$ cat src/rtl/msx_mapper_detect_if.sv
// Loader-to-detector bus: streamed ROM bytes in, mapper decision and load size out.
interface msx_mapper_detect_if;
    logic        rom_load;
    logic        rom_wr;
    logic [7:0]  rom_data;
    logic [5:0]  mapper_detected;
    logic [2:0]  sram_size_detected;
    logic        detect_valid;
    logic [25:0] rom_size;

    modport master (
        output rom_load, rom_wr, rom_data,
        input  mapper_detected, sram_size_detected, detect_valid, rom_size
    );

    modport slave (
        input  rom_load, rom_wr, rom_data,
        output mapper_detected, sram_size_detected, detect_valid, rom_size
    );
endinterface

$ cat src/rtl/msx_mapper_detect.sv
// ROM mapper autodetector: scans a streaming cartridge image for LD (nnnn),A
// bank-switch writes, votes per mapper type and decides when the load ends.
module msx_mapper_detect #(
    parameter logic [5:0]  UNKNOWN_CODE = 6'd9,
    parameter logic [25:0] LINEAR_MAX   = 26'd65536
) (
    input logic               clk,
    input logic               reset,
    msx_mapper_detect_if.slave bus
);
    typedef enum logic [2:0] {IDLE, OP, LO, HI, DECIDE} state_t;

    localparam int V_A8  = 0;
    localparam int V_A16 = 1;
    localparam int V_KON = 2;
    localparam int V_SCC = 3;

    state_t      state_q, state_d, scan_state;
    logic        load_q;
    logic [7:0]  lo_q, lo_d;
    logic [25:0] rom_size_q, rom_size_d;
    logic [5:0]  mapper_q, mapper_d;
    logic        valid_q, valid_d;
    logic [7:0]  votes_q [4];
    logic [7:0]  votes_d [4];

    logic        rise, fall, in_scan, take, vote_en;
    logic [15:0] addr;
    logic [3:0]  hit;
    logic [7:0]  best;
    logic [5:0]  decision;

    assign rise    = bus.rom_load & ~load_q;
    assign fall    = ~bus.rom_load & load_q;
    assign addr    = {bus.rom_data, lo_q};
    // A rising edge restarts the scan, so a byte in that cycle is parsed from OP.
    assign scan_state = rise ? OP : state_q;
    assign in_scan = (scan_state == OP) || (scan_state == LO) || (scan_state == HI);
    assign take    = bus.rom_wr & bus.rom_load & in_scan;
    assign vote_en = take & (scan_state == HI);

    always_comb begin
        hit = 4'b0000;
        case (addr)
            16'h4000, 16'h8000, 16'hA000: hit[V_KON] = 1'b1;
            16'h5000, 16'h9000, 16'hB000: hit[V_SCC] = 1'b1;
            16'h6800, 16'h7800:           hit[V_A8]  = 1'b1;
            16'h6000, 16'h7000: begin
                hit[V_A8]  = 1'b1;
                hit[V_A16] = 1'b1;
            end
            16'h77FF:                     hit[V_A16] = 1'b1;
            default:                      hit = 4'b0000;
        endcase
    end

    genvar gi;
    generate
        for (gi = 0; gi < 4; gi++) begin : g_vote
            always_comb begin
                votes_d[gi] = rise ? 8'd0 : votes_q[gi];
                if (vote_en && hit[gi] && votes_d[gi] != 8'hFF)
                    votes_d[gi] = votes_d[gi] + 8'd1;
            end
        end
    endgenerate

    // Strict greater-than keeps the earlier (higher-priority) mapper on ties.
    always_comb begin
        best     = votes_q[V_SCC];
        decision = 6'd4;
        if (votes_q[V_KON] > best) begin
            best     = votes_q[V_KON];
            decision = 6'd3;
        end
        if (votes_q[V_A16] > best) begin
            best     = votes_q[V_A16];
            decision = 6'd2;
        end
        if (votes_q[V_A8] > best) begin
            best     = votes_q[V_A8];
            decision = 6'd1;
        end
        if (rom_size_q <= LINEAR_MAX)
            decision = 6'd6;
        else if (best == 8'd0)
            decision = UNKNOWN_CODE;
    end

    always_comb begin
        state_d    = state_q;
        lo_d       = lo_q;
        rom_size_d = rise ? 26'd0 : rom_size_q;
        mapper_d   = mapper_q;
        valid_d    = rise ? 1'b0 : valid_q;
        if (fall && in_scan) begin
            state_d = DECIDE;
        end else if (state_q == DECIDE && !rise) begin
            state_d  = IDLE;
            mapper_d = decision;
            valid_d  = 1'b1;
        end else begin
            state_d = scan_state;
            if (take) begin
                if (rom_size_d != 26'h3FF_FFFF)
                    rom_size_d = rom_size_d + 26'd1;
                case (scan_state)
                    OP: if (bus.rom_data == 8'h32) state_d = LO;
                    LO: begin
                        lo_d    = bus.rom_data;
                        state_d = HI;
                    end
                    HI:      state_d = OP;
                    default: state_d = scan_state;
                endcase
            end
        end
    end

    // load_q keeps tracking the pin through reset so a load in progress
    // at reset release is not mistaken for a fresh rising edge.
    always_ff @(posedge clk) begin
        load_q <= bus.rom_load;
        if (reset) begin
            state_q    <= IDLE;
            lo_q       <= 8'd0;
            rom_size_q <= 26'd0;
            mapper_q   <= UNKNOWN_CODE;
            valid_q    <= 1'b0;
            for (int i = 0; i < 4; i++) votes_q[i] <= 8'd0;
        end else begin
            state_q    <= state_d;
            lo_q       <= lo_d;
            rom_size_q <= rom_size_d;
            mapper_q   <= mapper_d;
            valid_q    <= valid_d;
            for (int i = 0; i < 4; i++) votes_q[i] <= votes_d[i];
        end
    end

    assign bus.mapper_detected    = mapper_q;
    assign bus.sram_size_detected = 3'd0;
    assign bus.detect_valid       = valid_q;
    assign bus.rom_size           = rom_size_q;
endmodule
$ cat src/flat_wrapper.sv
// flat-port wrapper written by rule: the top's interface ports become plain ports
module msx_mapper_detect_flat 
#(
    parameter logic [5:0]  UNKNOWN_CODE = 6'd9,
    parameter logic [25:0] LINEAR_MAX   = 26'd65536
)
  (clk, reset, bus_rom_load, bus_rom_wr, bus_rom_data, bus_mapper_detected, bus_sram_size_detected, bus_detect_valid, bus_rom_size);
  msx_mapper_detect_if bus_i ();
  input logic clk;
  input logic reset;
  input wire logic [$bits(bus_i.rom_load)-1:0] bus_rom_load;
  input wire logic [$bits(bus_i.rom_wr)-1:0] bus_rom_wr;
  input wire logic [$bits(bus_i.rom_data)-1:0] bus_rom_data;
  output wire logic [$bits(bus_i.mapper_detected)-1:0] bus_mapper_detected;
  output wire logic [$bits(bus_i.sram_size_detected)-1:0] bus_sram_size_detected;
  output wire logic [$bits(bus_i.detect_valid)-1:0] bus_detect_valid;
  output wire logic [$bits(bus_i.rom_size)-1:0] bus_rom_size;
  assign bus_i.rom_load = bus_rom_load;
  assign bus_i.rom_wr = bus_rom_wr;
  assign bus_i.rom_data = bus_rom_data;
  assign bus_mapper_detected = bus_i.mapper_detected;
  assign bus_sram_size_detected = bus_i.sram_size_detected;
  assign bus_detect_valid = bus_i.detect_valid;
  assign bus_rom_size = bus_i.rom_size;
  msx_mapper_detect #(.UNKNOWN_CODE(UNKNOWN_CODE), .LINEAR_MAX(LINEAR_MAX)) u_core (.clk(clk), .reset(reset), .bus(bus_i));
endmodule
$ cat config.mk
export PLATFORM = sky130hd
export DESIGN_NAME = msx_mapper_detect_flat
export DESIGN_NICKNAME = d
export VERILOG_FILES = /design/src/rtl/msx_mapper_detect_if.sv /design/src/rtl/msx_mapper_detect.sv /design/src/flat_wrapper.sv
export SDC_FILE = /design/constraint.sdc
export NUM_CORES = 1
export LEC_CHECK = 0
export ABC_AREA = 1
export BUFFER_PORTS_ARGS = -buffer_cell sky130_fd_sc_hd__buf_2
export CAP_MARGIN = 20
export CORE_ASPECT_RATIO = 2
export CORE_MARGIN = 2
export CORE_UTILIZATION = 50
export DETAILED_ROUTE_END_ITERATION = 16
export PLACE_DENSITY = 0.8
export SYNTH_ARGS = -nofsm -noshare
export SYNTH_HDL_FRONTEND = slang
export SYNTH_SLANG_ARGS = --single-unit
$ cat constraint.sdc
create_clock -name clk -period 5.3 [get_ports clk]
set_clock_uncertainty 0.05 [all_clocks]
set_input_delay 0.265 -clock clk [delete_from_list [all_inputs] [get_ports clk]]
set_output_delay 0.265 -clock clk [all_outputs]
set_load 0.05 [all_outputs]
**After elaboration in Yosys (flattened, before gate mapping)**

Memory sizes are Yosys's and may differ from the RTL's.
Index checks and enable logic that the tools add are counted.

- Latch bits: 0
- ROM bits: 0
- Bits in writable memories: 32
- Output and inout bits: 36
- Input bits: 12
- Flip-flop bits (word level): 45
- Logic and storage cells: 113
- Memories kept: 1

Memory list:

| memory | depth | bits a word | rd ports | clocked after memory_dff | write ports | RTL line | RTL |
|---|---|---|---|---|---|---|---|
| u_core.votes_q | 4 | 8 | 4 | 0 | 4 | msx_mapper_detect.sv:24 | `logic [7:0] votes_q [4];` |

- Bitwise operators: 13
- Equality and inequality tests: 21
- Shift operators: 0
- Multipliers: 0
- Add/subtract/negate cells: 5
- Magnitude comparators: 4
- Reductions and logical operators: 21
- Multiplexer cells: 41
- Divide/modulo/power cells: 0

Operators with widths:

| operator | number |
|---|---|
| $mux 26 | 5 |
| $mux 8 | 15 |
| $eq 16x15->1 const B | 7 |
| $eq 16x16->1 const B | 4 |
| $add 8x1->8 const B | 4 |
| $ne 8x8->1 const B | 4 |
| $add 26x1->26 const B | 1 |
| $le 26x17->1 const B | 1 |
| $ne 26x26->1 const B | 1 |
| $gt 8x8->1 | 3 |
| $mux 3 | 8 |
| $reduce_or 3->1 | 4 |
| $logic_and 1x1->1 | 10 |
| $mux 1 | 10 |
| $pmux 3 s3 | 1 |
| $eq 8x6->1 const B | 1 |
| $logic_not 8->1 | 1 |
| $eq 3x2->1 const B | 2 |
| $mux 6 | 1 |
| $and 1x1->1 | 5 |
| $mux 4 | 1 |
| $not 1->1 | 4 |
| $or 1x1->1 | 4 |
| $reduce_and 4->1 | 1 |
| other kinds (6) | 7 |

**Logic depth before layout (Yosys ltp)**

Gate-level depths: netlist (run 1).

- Depth in word-level cells: 12
- Mapped depth: 37
- Gate-level depth less buffers: 37

**Least setup slack after synthesis (run 1)**

No wires, ideal clock.

- Path kind: reg2reg
- Start: memory u_core.votes_q[3][3], in the netlist u_core.votes_q[0][27]
- End: register u_core.mapper_q[2], in the netlist u_core.bus.mapper_detected[2]
- Path slack: 1274 ps
- Data arrival time: 3858 ps
- Clock period less this slack: 4026 ps
- Path buffers: 2
- Setup time: 118 ps
- Cell stages (with the launch flop): 35
- Path through: dfxtp_1 -> inv_1 -> ha_1 -> nand2_1 -> inv_1 -> nand2_1 -> nand2_1 -> nand2_1 -> nand2_1 -> nand2_1 -> buf_4 -> o21ai_0 -> inv_1 -> ha_1 -> nand2_1 -> inv_1 -> o21ai_0 -> nand2_1 -> nand2_1 -> nand2_1 -> nand2_1 -> clkbuf_1 -> nand3_1 -> o21ai_0 -> inv_1 -> ha_1 -> a21oi_1 -> o21ai_0 -> nand2_1 -> a21oi_1 -> nand4_1 -> nand2_1 -> nand2_1 -> nand2_1 -> nor2_1

RTL lines:

| what | RTL line | RTL |
|---|---|---|
| start, declared | msx_mapper_detect.sv:24 |  |
| end signal, assigned | msx_mapper_detect.sv:135 | `mapper_q <= mapper_d;` |
| end, declared | msx_mapper_detect.sv:22 | `logic [5:0] mapper_q, mapper_d;` |

==> results of run 1 <==
## synth_stat cells, drive strengths merged
| library cell | instances |
|---|---|
| nand2 | 179 |
| nand4 | 38 |
| a211oi | 2 |
| a21o | 1 |
| ha | 29 |
| a311oi | 1 |
| conb | 1 |
| o22ai | 2 |
| and3 | 1 |
| o21a | 2 |
| o41ai | 1 |
| xor2 | 19 |
| clkinv | 1 |
| clkbuf | 12 |
| inv | 120 |
| nand3 | 48 |
| a21oi | 74 |
| xnor2 | 12 |
| nor4 | 8 |
| nor3b | 3 |
| o2111ai | 1 |
| nor3 | 22 |
| dfxtp | 75 |
| a31oi | 1 |
| o31ai | 1 |
| a221oi | 1 |
| nor2 | 120 |
| o21ai | 53 |
| and2 | 6 |
| or2 | 3 |
| buf | 19 |
## per-stage QoR
stage	area, um^2	utilization, %
2_1_floorplan	5510	-
3_3_place_gp	5740	53.1
3_5_place_dp	5740	53.1
4_1_cts	6020	55.7
5_1_grt	6020	55.7
6_report	6020	55.7
## final timing paths
path | startpoint | end | depth (start not counted) | slack [ns]
worst max-delay path | u_core.votes_q[0][31] | u_core.bus.mapper_detected[1] | 27 | 0.63
worst min-delay path | bus_rom_load | u_core.load_q | 1 | 0.04
worst max register to register | u_core.votes_q[0][31] | u_core.bus.mapper_detected[1] | 27 | 0.63
worst min register to register | u_core.bus.detect_valid | u_core.bus.detect_valid | 2 | 0.42
## kinds of logic after synthesis
group	after synthesis	synth area share (%)
other cells	1	0.0682
xor+xnor	31	4.94
buf+inv	152	11.5
fa+ha+maj	29	6.60
compound gates	140	13.7
flops	75	27.3
simple gates	428	35.8
## power by group through the flow
| stage | Clock, W | Combinational (W) | Sequential, W |
|---|---|---|---|
| 2_1_floorplan | 0 | 0.0000564 | 0.000590 |
| 3_3_place_gp | 0 | 0.0000811 | 0.000583 |
| 3_5_place_dp | 0 | 0.0000815 | 0.000583 |
| 4_1_cts | 0.000590 | 0.0000816 | 0.000570 |
| 5_1_grt | 0.000612 | 0.0000893 | 0.000570 |
| 6_report | 0.000582 | 0.0000821 | 0.000570 |
## flip-flops by register name, indices dropped and copies added (netlist names)
register	flops
u_core.bus.detect_valid	1
u_core.bus.mapper_detected	4
u_core.state_q	3
u_core.bus.rom_size	26
u_core.load_q	1
u_core.votes_q	32
u_core.lo_q	8
## layout by cell type (no fill, tap or decap), drive strengths merged, types with 2 or more instances in the layout
cell	netlist	final
nand3	48	48
o21ai	53	53
o22ai	2	2
buf	19	45
clkbuf	12	9
conb	1	5
nor3b	3	3
ha	29	29
inv	120	121
o21a	2	2
nor4	8	8
nand4	38	38
xnor2	12	12
nand2	179	179
a21oi	74	74
and2	6	6
a211oi	2	2
clkinv	1	6
xor2	19	19
dfxtp	75	75
or2	3	3
nor3	22	22
nor2	120	120
## layout make-up
type	instances	area share [%]
Clock inverter	7	0.873
Tap cell	140	2.91
Multi-Input combinational cell	633	56.1
Sequential cell	75	24.9
Clock buffer	9	3.74
Timing Repair Buffer	45	3.87
Inverter	121	7.56
## per-layer routing
layer	wire length, um	track usage, %	up-vias	share of wire, %
met3	679	4.27	90	4.1
met2	8990	53.6	209	54
li1	-	-	2861	-
met1	5520	25.8	2625	33
met5	0	0	-	0
met4	1500	23.3	0	9.0
==> results.sh, run 1 <==
export IMPL_status="finished clean"
export IMPL_power_switching_w=0.000330
export IMPL_vias_per_cell=5.62
export IMPL_ir_drop_mv=0.171
export IMPL_fin_ws_ns=0.633
export IMPL_fillerInstances=1104
export IMPL_timing_fmax_ghz=0.214
export IMPL_max_stage_delay_ns=0.35
export IMPL_netSwitchingFraction_pct=26.8
export IMPL_diodes=0
export IMPL_clkSinkCount=75
export IMPL_gr_total_overflow=0
export IMPL_p_leak_nw=2.55
export IMPL_num_vias=5785
export IMPL_power_density_mw_per_mm2=205
export IMPL_seqPwrFrac_pct=46.2
export IMPL_die_h_um=152
export IMPL_drt_first_pass_iters=5
export IMPL_gp_congestion=1.02
export IMPL_end_kind="flip-flop"
export IMPL_pre_cts_ws_ns=0.503
export IMPL_grt_pass1_wl_um=26500
export IMPL_synth_seq_cells=75
export IMPL_required_ns=5.53
export IMPL_crit_arrival_ns=4.90
export IMPL_path_class="flip-flop to flip-flop"
export IMPL_area_growth_pct=9.56
export IMPL_grtUsageTotal_pct=28.5
export IMPL_wl_um=16700
export IMPL_regArea_mm2=0.00150
export IMPL_p_comb_share_pct=6.7
export IMPL_dp_cells=1014
export IMPL_path_clk_slew_ns=0.06
export IMPL_avgSynthCellArea_um2=6.42
export IMPL_relSlewSlack_pct=41.0
export IMPL_tritoncts="built"
export IMPL_critPathTopFamily="simple AND/OR/NAND/NOR gates"
export IMPL_clock_path_buffers=2
export IMPL_drive_gt1_share_pct=10.4
export IMPL_synthCells=856
export IMPL_tightestPinTransition_ns=0.885
export IMPL_setup_tns_final_ns=0
export IMPL_multi_input_area_mm2=0.00338
export IMPL_cts_max_level=3
export IMPL_p_total_w=0.00123
export IMPL_drc=0
export IMPL_synthTopCellsByArea="dfxtp_1, nand2_1, inv_1"
export IMPL_nets=926
export IMPL_ctsHoldBuffers=0
export IMPL_internal_power_w=0.000904
export IMPL_grt_pass1_vias=5621
export IMPL_grt_max_degree=45
export IMPL_whs_ns=0.0351
export IMPL_pin_count=48
export IMPL_num_rows=54
export IMPL_crit_buf_inv=2
export IMPL_start_util_pct=50.8
export IMPL_die_width_um=78.1
export IMPL_die_area_mm2=0.0119
export IMPL_drt_iter0_drc=296
export IMPL_ys_types=45
export IMPL_fin_crit_ns=4.67
export IMPL_io_buffers=42
export IMPL_cts_root_buf="clkbuf_16"
export IMPL_setup_violations=0
export IMPL_rsz0062_at_grt="no"
export IMPL_ctsResizeCount=0
export IMPL_fin_cells=1030
export IMPL_crit_path_frequent_cell="nand2_1"
export IMPL_yosys_warnings=0
export IMPL_postCtsSetupRepairBufs=0
export IMPL_slew_violations=0
export IMPL_worst_path_max_delay_cell="dfxtp_1"
export IMPL_syn_area_mm2=0.00550
export IMPL_crit_path_start_kind="flip-flop"
export IMPL_drt_wirelength_per_cell_um=16.2
export IMPL_hpwl_um=12900
export IMPL_seq_area_frac_synth_pct=27.3
export IMPL_core_area_mm2=0.0108
export IMPL_period_share_pct=88.1
export IMPL_clock_latency_ns=0.35
export IMPL_finalHoldViolCount=0
export IMPL_synth_top_area_share_pct=27.3
export IMPL_clkPwrFrac_pct=47.2
export IMPL_numCtsBuffers=9
export IMPL_antenna_found_initial=0
export IMPL_drv_cap=0
export IMPL_ant_nets=0
export IMPL_path_max_fanout=12
export IMPL_hp_class="primary input to flip-flop"
export IMPL_synth_area_leader_cell="dfxtp_1"
(Power assumes the default switching activity.)
==> inputs of run 2 (changes only) <==
- MAX_ROUTING_LAYER: unset -> met4
==> run 2 against run 1 <==
Net effect:
- utilization increased by 0.30 points
- power grew 4.4%
- routed wire length increased by 4.8%
==> results.sh, run 2 (synthesis results as in run 1) <==
export IMPL_status="finished clean"
export IMPL_num_rows=54
export IMPL_hpwl_um=13400
export IMPL_ir_drop_mv=0.160
export IMPL_period_share_pct=89.0
export IMPL_finalHoldViolCount=0
export IMPL_wl_met3_um=805
export IMPL_setup_violations=0
export IMPL_drt_first_pass_iters=6
export IMPL_p_total_w=0.00129
export IMPL_routed_top_layer="met4"
export IMPL_clkSinkCount=75
export IMPL_vias_per_cell=5.69
export IMPL_end_kind="flip-flop"
export IMPL_area_growth_pct=10.2
export IMPL_worst_path_max_delay_cell="dfxtp_1"
export IMPL_diodes=0
export IMPL_fin_ws_ns=0.582
export IMPL_path_max_fanout=12
export IMPL_antenna_found_initial=0
export IMPL_grt_pass1_wl_um=27800
export IMPL_crit_arrival_ns=4.95
export IMPL_rsz0062_at_grt="no"
export IMPL_placedInstanceArea_mm2=0.00575
export IMPL_die_width_um=78.1
export IMPL_num_vias=5863
export IMPL_hp_class="primary input to flip-flop"
export IMPL_top_register="u_core.votes_q"
export IMPL_gr_total_overflow=0
export IMPL_die_area_mm2=0.0119
export IMPL_cts_root_buf="clkbuf_16"
export IMPL_final_cell_mix="nand2_1, inv_1, nor2_1"
export IMPL_crit_path_frequent_cell="nand2_1"
export IMPL_utilization_pct=56.0
export IMPL_tightestPinTransition_ns=0.906
export IMPL_grtUsageTotal_pct=31.0
export IMPL_ctsHoldBuffers=0
export IMPL_wl_um=17500
export IMPL_slew_violations=0
export IMPL_drive_gt1_share_pct=10.5
export IMPL_ant_nets=0
export IMPL_fin_crit_ns=4.72
export IMPL_required_ns=5.54
export IMPL_fillerInstances=1092
export IMPL_path_clk_slew_ns=0.06
export IMPL_cts_max_level=3
export IMPL_drc=0
export IMPL_drt_iter0_drc=312
export IMPL_largest_reg_flops=32
export IMPL_start_util_pct=50.8
export IMPL_grt_max_degree=45
export IMPL_io_buffers=42
export IMPL_drv_cap=0
export IMPL_power_density_mw_per_mm2=213
export IMPL_wl_met2_um=9480
export IMPL_clock_latency_ns=0.35
export IMPL_tritoncts="built"
export IMPL_pin_count=48
export IMPL_grt_pass1_vias=5786
export IMPL_met1_length_um=5590
export IMPL_p_leak_nw=2.57
export IMPL_setup_tns_final_ns=0
export IMPL_layout_commonest_cell="nand2_1"
export IMPL_die_h_um=152
export IMPL_gp_congestion=1.03
export IMPL_nets=927
export IMPL_timing_fmax_ghz=0.212
export IMPL_relSlewSlack_pct=39.6
export IMPL_drt_wirelength_per_cell_um=17.0
export IMPL_path_class="flip-flop to flip-flop"
export IMPL_crit_path_start_kind="flip-flop"
export IMPL_pre_cts_ws_ns=0.560
export IMPL_numCtsBuffers=9
export IMPL_final_cell_area_mm2=0.00605
export IMPL_clock_path_buffers=2
export IMPL_core_area_mm2=0.0108
export IMPL_max_stage_delay_ns=0.36
## run 2: final timing paths
check / from / end / slack, ns / cells past startpoint
worst max-delay path: u_core.votes_q[0][31] / u_core.bus.mapper_detected[2] / 0.58 / 31
worst min-delay path: bus_rom_load / u_core.load_q / 0.03 / 1
worst max register to register: u_core.votes_q[0][31] / u_core.bus.mapper_detected[2] / 0.58 / 31
worst min register to register: u_core.bus.detect_valid / u_core.bus.detect_valid / 0.42 / 2
## run 2: report_power, final
part           leakage [nW]  switching, W  internal (W)
clock network         0.145      0.000257      0.000377
logic                  1.82     0.0000658     0.0000178
registers             0.605    0.00000314      0.000567
total                  2.57      0.000325      0.000963
## run 2: timing repair
item | 4_1_cts | 5_1_grt
setup buffers | 0 | 0
setup endpoints to repair | 0 | 3
resized for setup | 0 | 1
## run 2: cell type report
type	instances	area, um^2	share of cell area [%]
Sequential cell	75	1500	24.8
Timing Repair Buffer	46	240	3.97
Tap cell	140	175	2.89
Inverter	121	455	7.52
Clock inverter	6	63.8	1.05
Clock buffer	10	239	3.95
Multi-Input combinational cell	633	3380	55.8
## run 2: stage by stage
stage	hold WS, ns	instances
6_report	0.0307	1031
5_1_grt	0.0341	1031
4_1_cts	0.0269	1031
3_5_place_dp	0.390	1015
3_3_place_gp	0.388	1015
2_1_floorplan	0.243	860
## run 2: layer usage
metal,GRT usage [%],up-vias
li1,-,2859
met1,27.0,2658
met2,56.2,240
met3,5.09,106
met4,25.1,0
met5,-,-
## run 2: worst max-delay path, delay by kind of cell (launching register included)
family          cells  cell delay, ns
flops               1            0.36
compound gates      4            0.68
simple gates       20            2.27
buf+inv             4            0.42
fa+ha+maj           3            0.88
